$ cat src/rtl/pe_hist_mac.sv
// -----------------------------------------------------------------------------
// pe_hist_mac
// Log-domain bit-sparsity processing element, parametrised in lane count and
// bin/accumulator widths. Each lane adds its A/B exponents and XORs the signs.
// Masked lanes are dropped. The remaining terms build a signed per-exponent
// histogram that accumulates across the beats of a frame. When the last beat
// has been folded in, a Horner walk from the top bin down reduces the
// histogram to sum(bin[k] * 2^k).
//
// Pipeline: S1 lane register -> per-bin delta register -> histogram bins.
//           Result latency is last-accept edge + 2 + NBINS.
//
// Ports:
//   CLK, RST            clock, synchronous active-high reset
//   IN_VALID/IN_READY   input beat handshake; IN_LAST closes the frame
//   A_EXPS, B_EXPS      packed exponents, lane i = [i*EXP_W +: EXP_W]
//   A_SIGNS, B_SIGNS    per-lane signs, 1 = negative
//   LANE_MASK           1 = lane carries a nonzero term
//   OUT_VALID/OUT_READY result handshake
//   OUT_RESULT          signed frame result (ACC_W bits)
//   OUT_OVF             sticky saturation flag for the frame
//
// Build option: define PE_HIST_SAT_EN for saturating bins/accumulator with
// OUT_OVF reporting. Without it, bins and accumulator wrap and OUT_OVF stays 0.
// -----------------------------------------------------------------------------
module pe_hist_mac #(
  parameter int LANES = 16,
  parameter int EXP_W = 3,
  parameter int CNT_W = 8,
  parameter int ACC_W = 32
) (
  input  logic                   CLK,
  input  logic                   RST,
  input  logic                   IN_VALID,
  output logic                   IN_READY,
  input  logic                   IN_LAST,
  input  logic [LANES*EXP_W-1:0] A_EXPS,
  input  logic [LANES-1:0]       A_SIGNS,
  input  logic [LANES*EXP_W-1:0] B_EXPS,
  input  logic [LANES-1:0]       B_SIGNS,
  input  logic [LANES-1:0]       LANE_MASK,
  output logic                   OUT_VALID,
  input  logic                   OUT_READY,
  output logic [ACC_W-1:0]       OUT_RESULT,
  output logic                   OUT_OVF
);

  localparam int SUM_W = EXP_W + 1;
  localparam int NBINS = (1 << SUM_W) - 1;
  // Per-bin delta range is +/-LANES, plus a sign bit.
  localparam int DW    = $clog2(LANES + 1) + 1;

  localparam logic [SUM_W-1:0]     K_LAST = SUM_W'(NBINS - 1);
  localparam logic signed [DW-1:0] D_ONE  = {{(DW-1){1'b0}}, 1'b1};

`ifdef PE_HIST_SAT_EN
  localparam int SW  = ((CNT_W > DW) ? CNT_W : DW) + 1;
  localparam int AW2 = ACC_W + 2;
  localparam logic signed [SW-1:0]  BIN_MAX = {{(SW-CNT_W+1){1'b0}}, {(CNT_W-1){1'b1}}};
  localparam logic signed [SW-1:0]  BIN_MIN = -BIN_MAX;
  localparam logic signed [AW2-1:0] ACC_MAX = {3'b000, {(ACC_W-1){1'b1}}};
  localparam logic signed [AW2-1:0] ACC_MIN = -ACC_MAX;
`endif

  typedef enum logic [1:0] {
    ST_ACCUM  = 2'd0,
    ST_REDUCE = 2'd1,
    ST_OUTPUT = 2'd2
  } state_t;

  // Bin update: bin + delta, clamped symmetrically or wrapped.
  function automatic logic signed [CNT_W-1:0] bin_add(
    input  logic signed [CNT_W-1:0] bin,
    input  logic signed [DW-1:0]    delta,
    output logic                    sat
  );
`ifdef PE_HIST_SAT_EN
    logic signed [SW-1:0] s;
    s = SW'(bin) + SW'(delta);
    if (s > BIN_MAX) begin
      sat     = 1'b1;
      bin_add = BIN_MAX[CNT_W-1:0];
    end else if (s < BIN_MIN) begin
      sat     = 1'b1;
      bin_add = BIN_MIN[CNT_W-1:0];
    end else begin
      sat     = 1'b0;
      bin_add = s[CNT_W-1:0];
    end
`else
    sat     = 1'b0;
    bin_add = bin + CNT_W'(delta);
`endif
  endfunction

  // One Horner step: 2*acc + bin, clamped symmetrically or wrapped.
  function automatic logic signed [ACC_W-1:0] acc_step(
    input  logic signed [ACC_W-1:0] acc,
    input  logic signed [CNT_W-1:0] bin,
    output logic                    sat
  );
`ifdef PE_HIST_SAT_EN
    logic signed [AW2-1:0] s;
    s = (AW2'(acc) <<< 1) + AW2'(bin);
    if (s > ACC_MAX) begin
      sat      = 1'b1;
      acc_step = ACC_MAX[ACC_W-1:0];
    end else if (s < ACC_MIN) begin
      sat      = 1'b1;
      acc_step = ACC_MIN[ACC_W-1:0];
    end else begin
      sat      = 1'b0;
      acc_step = s[ACC_W-1:0];
    end
`else
    sat      = 1'b0;
    acc_step = (acc <<< 1) + ACC_W'(bin);
`endif
  endfunction

  logic                     accept_s;
  logic                     s1_valid_r, s1_last_r;
  logic [SUM_W-1:0]         s1_sum_r [LANES];
  logic [LANES-1:0]         s1_sgn_r, s1_mask_r;
  logic signed [DW-1:0]     delta_s [NBINS];
  logic signed [DW-1:0]     d_r [NBINS];
  logic                     d_valid_r, d_last_r;
  logic signed [CNT_W-1:0]  bins_r [NBINS];
  logic signed [CNT_W-1:0]  bin_next_s [NBINS];
  logic [NBINS-1:0]         bin_sat_s;
  logic                     bin_sat_any_s;
  state_t                   state_r, state_next;
  logic signed [ACC_W-1:0]  acc_r, acc_next, step_acc_s;
  logic                     step_sat_s, acc_sat_s;
  logic [SUM_W-1:0]         k_r, k_next;
  logic                     out_valid_r, out_valid_next;
  logic [ACC_W-1:0]         out_result_r, out_result_next;
  logic                     ovf_r, ovf_next;
  logic                     in_ready_r, in_ready_next;
  logic                     frame_clear_s;

  assign accept_s   = IN_VALID && in_ready_r;
  assign IN_READY   = in_ready_r;
  assign OUT_VALID  = out_valid_r;
  assign OUT_RESULT = out_result_r;
  assign OUT_OVF    = ovf_r;

  // S1: per-lane exponent sum, product sign and mask for an accepted beat.
  always_ff @(posedge CLK) begin
    if (RST) begin
      s1_valid_r <= 1'b0;
      s1_last_r  <= 1'b0;
      s1_sgn_r   <= {LANES{1'b0}};
      s1_mask_r  <= {LANES{1'b0}};
      for (int i = 0; i < LANES; i++) s1_sum_r[i] <= {SUM_W{1'b0}};
    end else if (accept_s) begin
      s1_valid_r <= 1'b1;
      s1_last_r  <= IN_LAST;
      s1_sgn_r   <= A_SIGNS ^ B_SIGNS;
      s1_mask_r  <= LANE_MASK;
      for (int i = 0; i < LANES; i++) begin
        s1_sum_r[i] <= {1'b0, A_EXPS[i*EXP_W +: EXP_W]} + {1'b0, B_EXPS[i*EXP_W +: EXP_W]};
      end
    end else begin
      s1_valid_r <= 1'b0;
      s1_last_r  <= 1'b0;
    end
  end

  // Per-bin signed lane count for the beat in S1 (zero when S1 is empty).
  always_comb begin
    for (int k = 0; k < NBINS; k++) begin
      delta_s[k] = {DW{1'b0}};
      for (int i = 0; i < LANES; i++) begin
        if (s1_valid_r && s1_mask_r[i] && (s1_sum_r[i] == SUM_W'(k))) begin
          if (s1_sgn_r[i]) begin
            delta_s[k] = delta_s[k] - D_ONE;
          end else begin
            delta_s[k] = delta_s[k] + D_ONE;
          end
        end else begin
          delta_s[k] = delta_s[k];
        end
      end
    end
  end

  // Delta register: keeps the lane-count tree and the bin adders in separate cycles.
  always_ff @(posedge CLK) begin
    if (RST) begin
      d_valid_r <= 1'b0;
      d_last_r  <= 1'b0;
      for (int k = 0; k < NBINS; k++) d_r[k] <= {DW{1'b0}};
    end else begin
      d_valid_r <= s1_valid_r;
      d_last_r  <= s1_valid_r && s1_last_r;
      for (int k = 0; k < NBINS; k++) d_r[k] <= delta_s[k];
    end
  end

  // Next bin values and the combined saturation indication.
  always_comb begin
    bin_sat_any_s = 1'b0;
    for (int k = 0; k < NBINS; k++) begin
      bin_next_s[k] = bin_add(bins_r[k], d_r[k], bin_sat_s[k]);
      bin_sat_any_s = bin_sat_any_s | bin_sat_s[k];
    end
  end

  // Histogram bins: accumulate deltas, clear when the result is consumed.
  always_ff @(posedge CLK) begin
    if (RST || frame_clear_s) begin
      for (int k = 0; k < NBINS; k++) bins_r[k] <= {CNT_W{1'b0}};
    end else if (d_valid_r) begin
      for (int k = 0; k < NBINS; k++) bins_r[k] <= bin_next_s[k];
    end else begin
      for (int k = 0; k < NBINS; k++) bins_r[k] <= bins_r[k];
    end
  end

  // Horner step on the bin currently selected by the reduction index.
  always_comb begin
    step_sat_s = 1'b0;
    step_acc_s = acc_step(acc_r, bins_r[k_r], step_sat_s);
  end

  // Frame FSM next-state and output values.
  always_comb begin
    state_next      = state_r;
    acc_next        = acc_r;
    k_next          = k_r;
    out_valid_next  = out_valid_r;
    out_result_next = out_result_r;
    acc_sat_s       = 1'b0;
    frame_clear_s   = 1'b0;
    case (state_r)
      ST_ACCUM: begin
        if (d_valid_r && d_last_r) begin
          state_next = ST_REDUCE;
          acc_next   = {ACC_W{1'b0}};
          k_next     = K_LAST;
        end else begin
          state_next = ST_ACCUM;
        end
      end
      ST_REDUCE: begin
        acc_next  = step_acc_s;
        acc_sat_s = step_sat_s;
        if (k_r == {SUM_W{1'b0}}) begin
          state_next      = ST_OUTPUT;
          out_valid_next  = 1'b1;
          out_result_next = step_acc_s;
        end else begin
          k_next = k_r - {{(SUM_W-1){1'b0}}, 1'b1};
        end
      end
      ST_OUTPUT: begin
        if (OUT_READY) begin
          state_next      = ST_ACCUM;
          out_valid_next  = 1'b0;
          out_result_next = {ACC_W{1'b0}};
          acc_next        = {ACC_W{1'b0}};
          frame_clear_s   = 1'b1;
        end else begin
          state_next = ST_OUTPUT;
        end
      end
      default: begin
        state_next      = ST_ACCUM;
        out_valid_next  = 1'b0;
        out_result_next = {ACC_W{1'b0}};
        acc_next        = {ACC_W{1'b0}};
        frame_clear_s   = 1'b1;
      end
    endcase
    // Stop taking beats once a last beat is in flight, until the frame is consumed.
    in_ready_next = (state_next == ST_ACCUM) && !(accept_s && IN_LAST) &&
                    !(s1_valid_r && s1_last_r);
    if (frame_clear_s) begin
      ovf_next = 1'b0;
    end else begin
      ovf_next = ovf_r | acc_sat_s | (d_valid_r & bin_sat_any_s);
    end
  end

  // Frame FSM and output registers.
  always_ff @(posedge CLK) begin
    if (RST) begin
      state_r      <= ST_ACCUM;
      acc_r        <= {ACC_W{1'b0}};
      k_r          <= {SUM_W{1'b0}};
      out_valid_r  <= 1'b0;
      out_result_r <= {ACC_W{1'b0}};
      ovf_r        <= 1'b0;
      in_ready_r   <= 1'b1;
    end else begin
      state_r      <= state_next;
      acc_r        <= acc_next;
      k_r          <= k_next;
      out_valid_r  <= out_valid_next;
      out_result_r <= out_result_next;
      ovf_r        <= ovf_next;
      in_ready_r   <= in_ready_next;
    end
  end

endmodule

$ cat config.mk
export PLATFORM = sky130hd
export DESIGN_NAME = pe_hist_mac
export DESIGN_NICKNAME = d
export VERILOG_FILES = /design/src/rtl/pe_hist_mac.sv
export SDC_FILE = /design/constraint.sdc
export NUM_CORES = 2
export LEC_CHECK = 0
export CAP_MARGIN = 20
export CELL_PAD_IN_SITES_DETAIL_PLACEMENT = 0
export CELL_PAD_IN_SITES_GLOBAL_PLACEMENT = 1
export CORE_ASPECT_RATIO = 0.5
export CORE_MARGIN = 8
export CORE_UTILIZATION = 30
export DETAILED_ROUTE_END_ITERATION = 7
export PLACE_DENSITY = 0.6
export SYNTH_ARGS = -nofsm -noshare
export SYNTH_HDL_FRONTEND = slang
export SYNTH_SLANG_ARGS = --single-unit
$ cat constraint.sdc
create_clock -name CLK -period 15.6 [get_ports CLK]
set_input_delay 1.56 -clock CLK [delete_from_list [all_inputs] [get_ports CLK]]
set_output_delay 1.56 -clock CLK [all_outputs]
set_load 0.01 [all_outputs]
==> impl_metrics.json <==
{
  "grt_antenna_before_repair": 3,
  "cap_violations": 0,
  "synth_area_mm2": 0.0805,
  "synthTopCellsByArea": "ha_1 16%, fa_1 7.5%, xnor2_1 7.3%",
  "place_ws_ns": -0.249,
  "maxUsedRoutingLayer": "met4",
  "syn_avg_cell_area_um2": 8.48,
  "required_ns": 16.19,
  "path_max_fanout": 8,
  "cts-htree-levels": 2,
  "fp.dieW_um": 749,
  "period_share": 0.965,
  "clk_path_buf_depth": 3,
  "core_mm2": 0.267,
  "clock_skew_ns": 0.0688,
  "slew_violations": 0,
  "synth_enable_flop_cells": 184,
  "synth.most_common_cell": "ha_1",
  "p_leak_nw": 45.1,
  "total_power_w": 0.00357,
  "crit_arrival_ns": 15.64,
  "final_nets": 11300,
  "drtIter0Drc": 4458,
  "syn-num-nets": 11000,
  "path_common_cell": "fa_1",
  "synthCells": 9495,
  "finalHoldViolations": 0,
  "cts.reportedPaths.clkPinSlew_ns": 0.09,
  "max_stage_delay_ns": 0.51,
  "yosys.area_share.simple": 0.197,
  "hp-class": "reg -> reg",
  "route.met2.wl_mm": 118,
  "vias": 71200,
  "drive_above_1_share": 0.157,
  "worst_slack_ns": 0.551,
  "cts_buffers": 46,
  "cts-root-buf": "clkbuf_16",
  "drtAntennaViolNets": 0,
  "reg2regPathDepth": 61,
  "end_kind": "flip-flop",
  "synth-adder-area-share": 0.232,
  "grt_overflow": 0,
  "setup_viol": 0,
  "slew_headroom": 0.0758,
  "grt_setup_unrepaired": "true",
  "io_pins": 184,
  "area_growth_pct": 16.1,
  "synth_xor_area_frac": 0.158,
  "post-route-drc-count": 0,
  "whs_ns": 0.459,
  "viasPerCell": 5.26,
  "criticalPathCategory": "reg -> reg",
  "fmax_mhz": 66.4,
  "startpoint_type": "flip-flop",
  "fp.dieArea_mm2": 0.286,
  "yosys_warnings": 0,
  "grt_util_all_layers": 0.182,
  "fin_setup_tns_ns": 0,
  "yosysUniqueCellTypes": 122,
  "start_util": 0.302,
  "grt_pass1_wl_mm": 413,
  "crit_path_top_delay_cell": "fa_1",
  "synth_seq_area_share": 0.119,
  "grt_max_degree": 77,
  "firstDrtPassIters": 6,
  "num_rows": 134,
  "synth_ff_type": "dfxtp_1",
  "async_flop_share": 0,
  "power_density_mw_per_mm2": 38.2,
  "hpwlAfterDp_mm": 221,
  "die_h_um": 382,
  "yosysTopAreaCell": "ha_1",
  "cts_tree": "yes",
  "io_buffers": 182,
  "synth-compound-area-share": 0.196,
  "cts.sinks": 385,
  "yosysTopAreaCellShare": 0.157,
  "wl_per_cell_um": 20.3,
  "synthMuxAreaShare": 0.0655,
  "vdd_drop_max_mv": 0.0807,
  "gp_congestion": 0.889,
  "nFillCells": 27800,
  "status": "complete, no violations",
  "cts_hold_buf": 0,
  "synth-seq-cells": 385,
  "worstMarginPinSlew_ns": 1.37,
  "hold_depth": 2,
  "wl_mm": 275,
  "m1WireLength_mm": 140,
  "clk_latency_ns": 0.72,
  "synthTopCellsByCount": "1,009 x ha_1, 879 x nand2_1, 841 x nor2_1, 672 x xnor2_1, 640 x a21oi_1",
  "synth_top_family_by_area": "adder cells",
  "grt_pass1_vias": 67100,
  "min_period_ns": 15.05,
  "wl_met3_mm": 8.69
}
worst max-delay path: cells and delay by family (launching register included):
family / cells / cell delay [ns]
buffers and inverters: 2 / 0.34
adder cells (fa/ha/maj): 15 / 6.05
multiplexers: 7 / 2.03
flip-flops: 1 / 0.42
AND/OR/NAND/NOR: 19 / 2.73
XOR/XNOR: 8 / 1.53
AO/OA/AOI/OAI: 10 / 1.85
timing repair:
| item | CTS | global route |
|---|---|---|
| gates resized for setup | 40 | 501 |
| setup endpoints to repair | 12 | 43 |
| setup buffers | 5 | 90 |
| pin swaps | 7 | 173 |
| endpoints found under the hold margin | 0 | 0 |
per-stage QoR:
step | cells | util | area [um2]
3_3_place_gp | 13300 | 0.331 | 88300
4_1_cts | 13400 | 0.337 | 90000
6_report | 13500 | 0.350 | 93500
5_1_grt | 13500 | 0.350 | 93500
2_1_floorplan | 9495 | - | 80500
3_5_place_dp | 13300 | 0.331 | 88300
state kept, by name (all words and copies together), names as in the netlist, named ones only:
name / flops
IN_READY: 1
OUT_RESULT: 32
OUT_VALID: 1
acc_r: 31
bins_r: 120
d_last_r: 1
d_r: 90
d_valid_r: 1
k_r: 4
s1_last_r: 1
s1_mask_r: 16
s1_sgn_r: 16
s1_sum_r: 64
s1_valid_r: 1
state_r: 2
worst paths after layout:
path | start | to | slack [ns]
max | s1_sum_r[0][3]$_SDFFCE_PN0P_ | d_r[0][29]$_SDFF_PP0_ | 0.55
min | OUT_RESULT[24]$_SDFFE_PP0P_ | OUT_RESULT[24]$_SDFFE_PP0P_ | 0.46
max reg2reg | s1_sum_r[0][3]$_SDFFCE_PN0P_ | d_r[0][29]$_SDFF_PP0_ | 0.55
min reg2reg | OUT_RESULT[24]$_SDFFE_PP0P_ | OUT_RESULT[24]$_SDFFE_PP0P_ | 0.46
area by class of cell:
type	instances	area, um2	share of cell area
Multi-Input combinational cell	8438	71300	0.763
Sequential cell	385	9610	0.103
Timing Repair Buffer	594	5000	0.0535
Tap cell	3604	4510	0.0482
Inverter	414	1560	0.0166
Clock buffer	63	1260	0.0134
Clock inverter	22	233	0.00249
Antenna cell	2	5.00	0.0000535
layout by cell type, fill, tap and decap left out, types with 132 or more instances in the layout:
cell type,n
a21o_1,457
a21oi_1,597
buf_4,400
clkdlybuf4s50_1,181
dfxtp_1,183
edfxtp_1,184
fa_1,291
ha_1,910
inv_1,403
mux2_2,326
nand2_1,855
nand3_1,241
nor2_1,807
nor2b_1,132
nor3_1,171
o21ai_0,171
xnor2_1,654
xor2_1,379
power breakdown:
| part | switching [W] | internal, W |
|---|---|---|
| registers | 0.000126 | 0.00111 |
| clock network | 0.000537 | 0.000620 |
| logic | 0.000676 | 0.000495 |
| total | 0.00134 | 0.00223 |
cells by family (layout without fill, tap and decap cells):
| group | after synthesis | in the layout |
|---|---|---|
| DFF | 385 | 385 |
| AOI/OAI and AO/OA | 2316 | 2316 |
| and+or+nand+nor | 3152 | 3152 |
| xor gates and xnor gates | 1213 | 1213 |
| muxes | 445 | 445 |
| adders and majority gates | 1311 | 1311 |
| other | 1 | 3 |
| buffers and inverters | 672 | 1093 |
layer usage:
metal / up-vias / GRT usage
li1: 35600 / -
met1: 34100 / 0.272
met2: 1257 / 0.281
met3: 259 / 0.0144
met4: 0 / 0.0460
met5: - / 0
No activity file was read; power rests on OpenSTA's default activity.
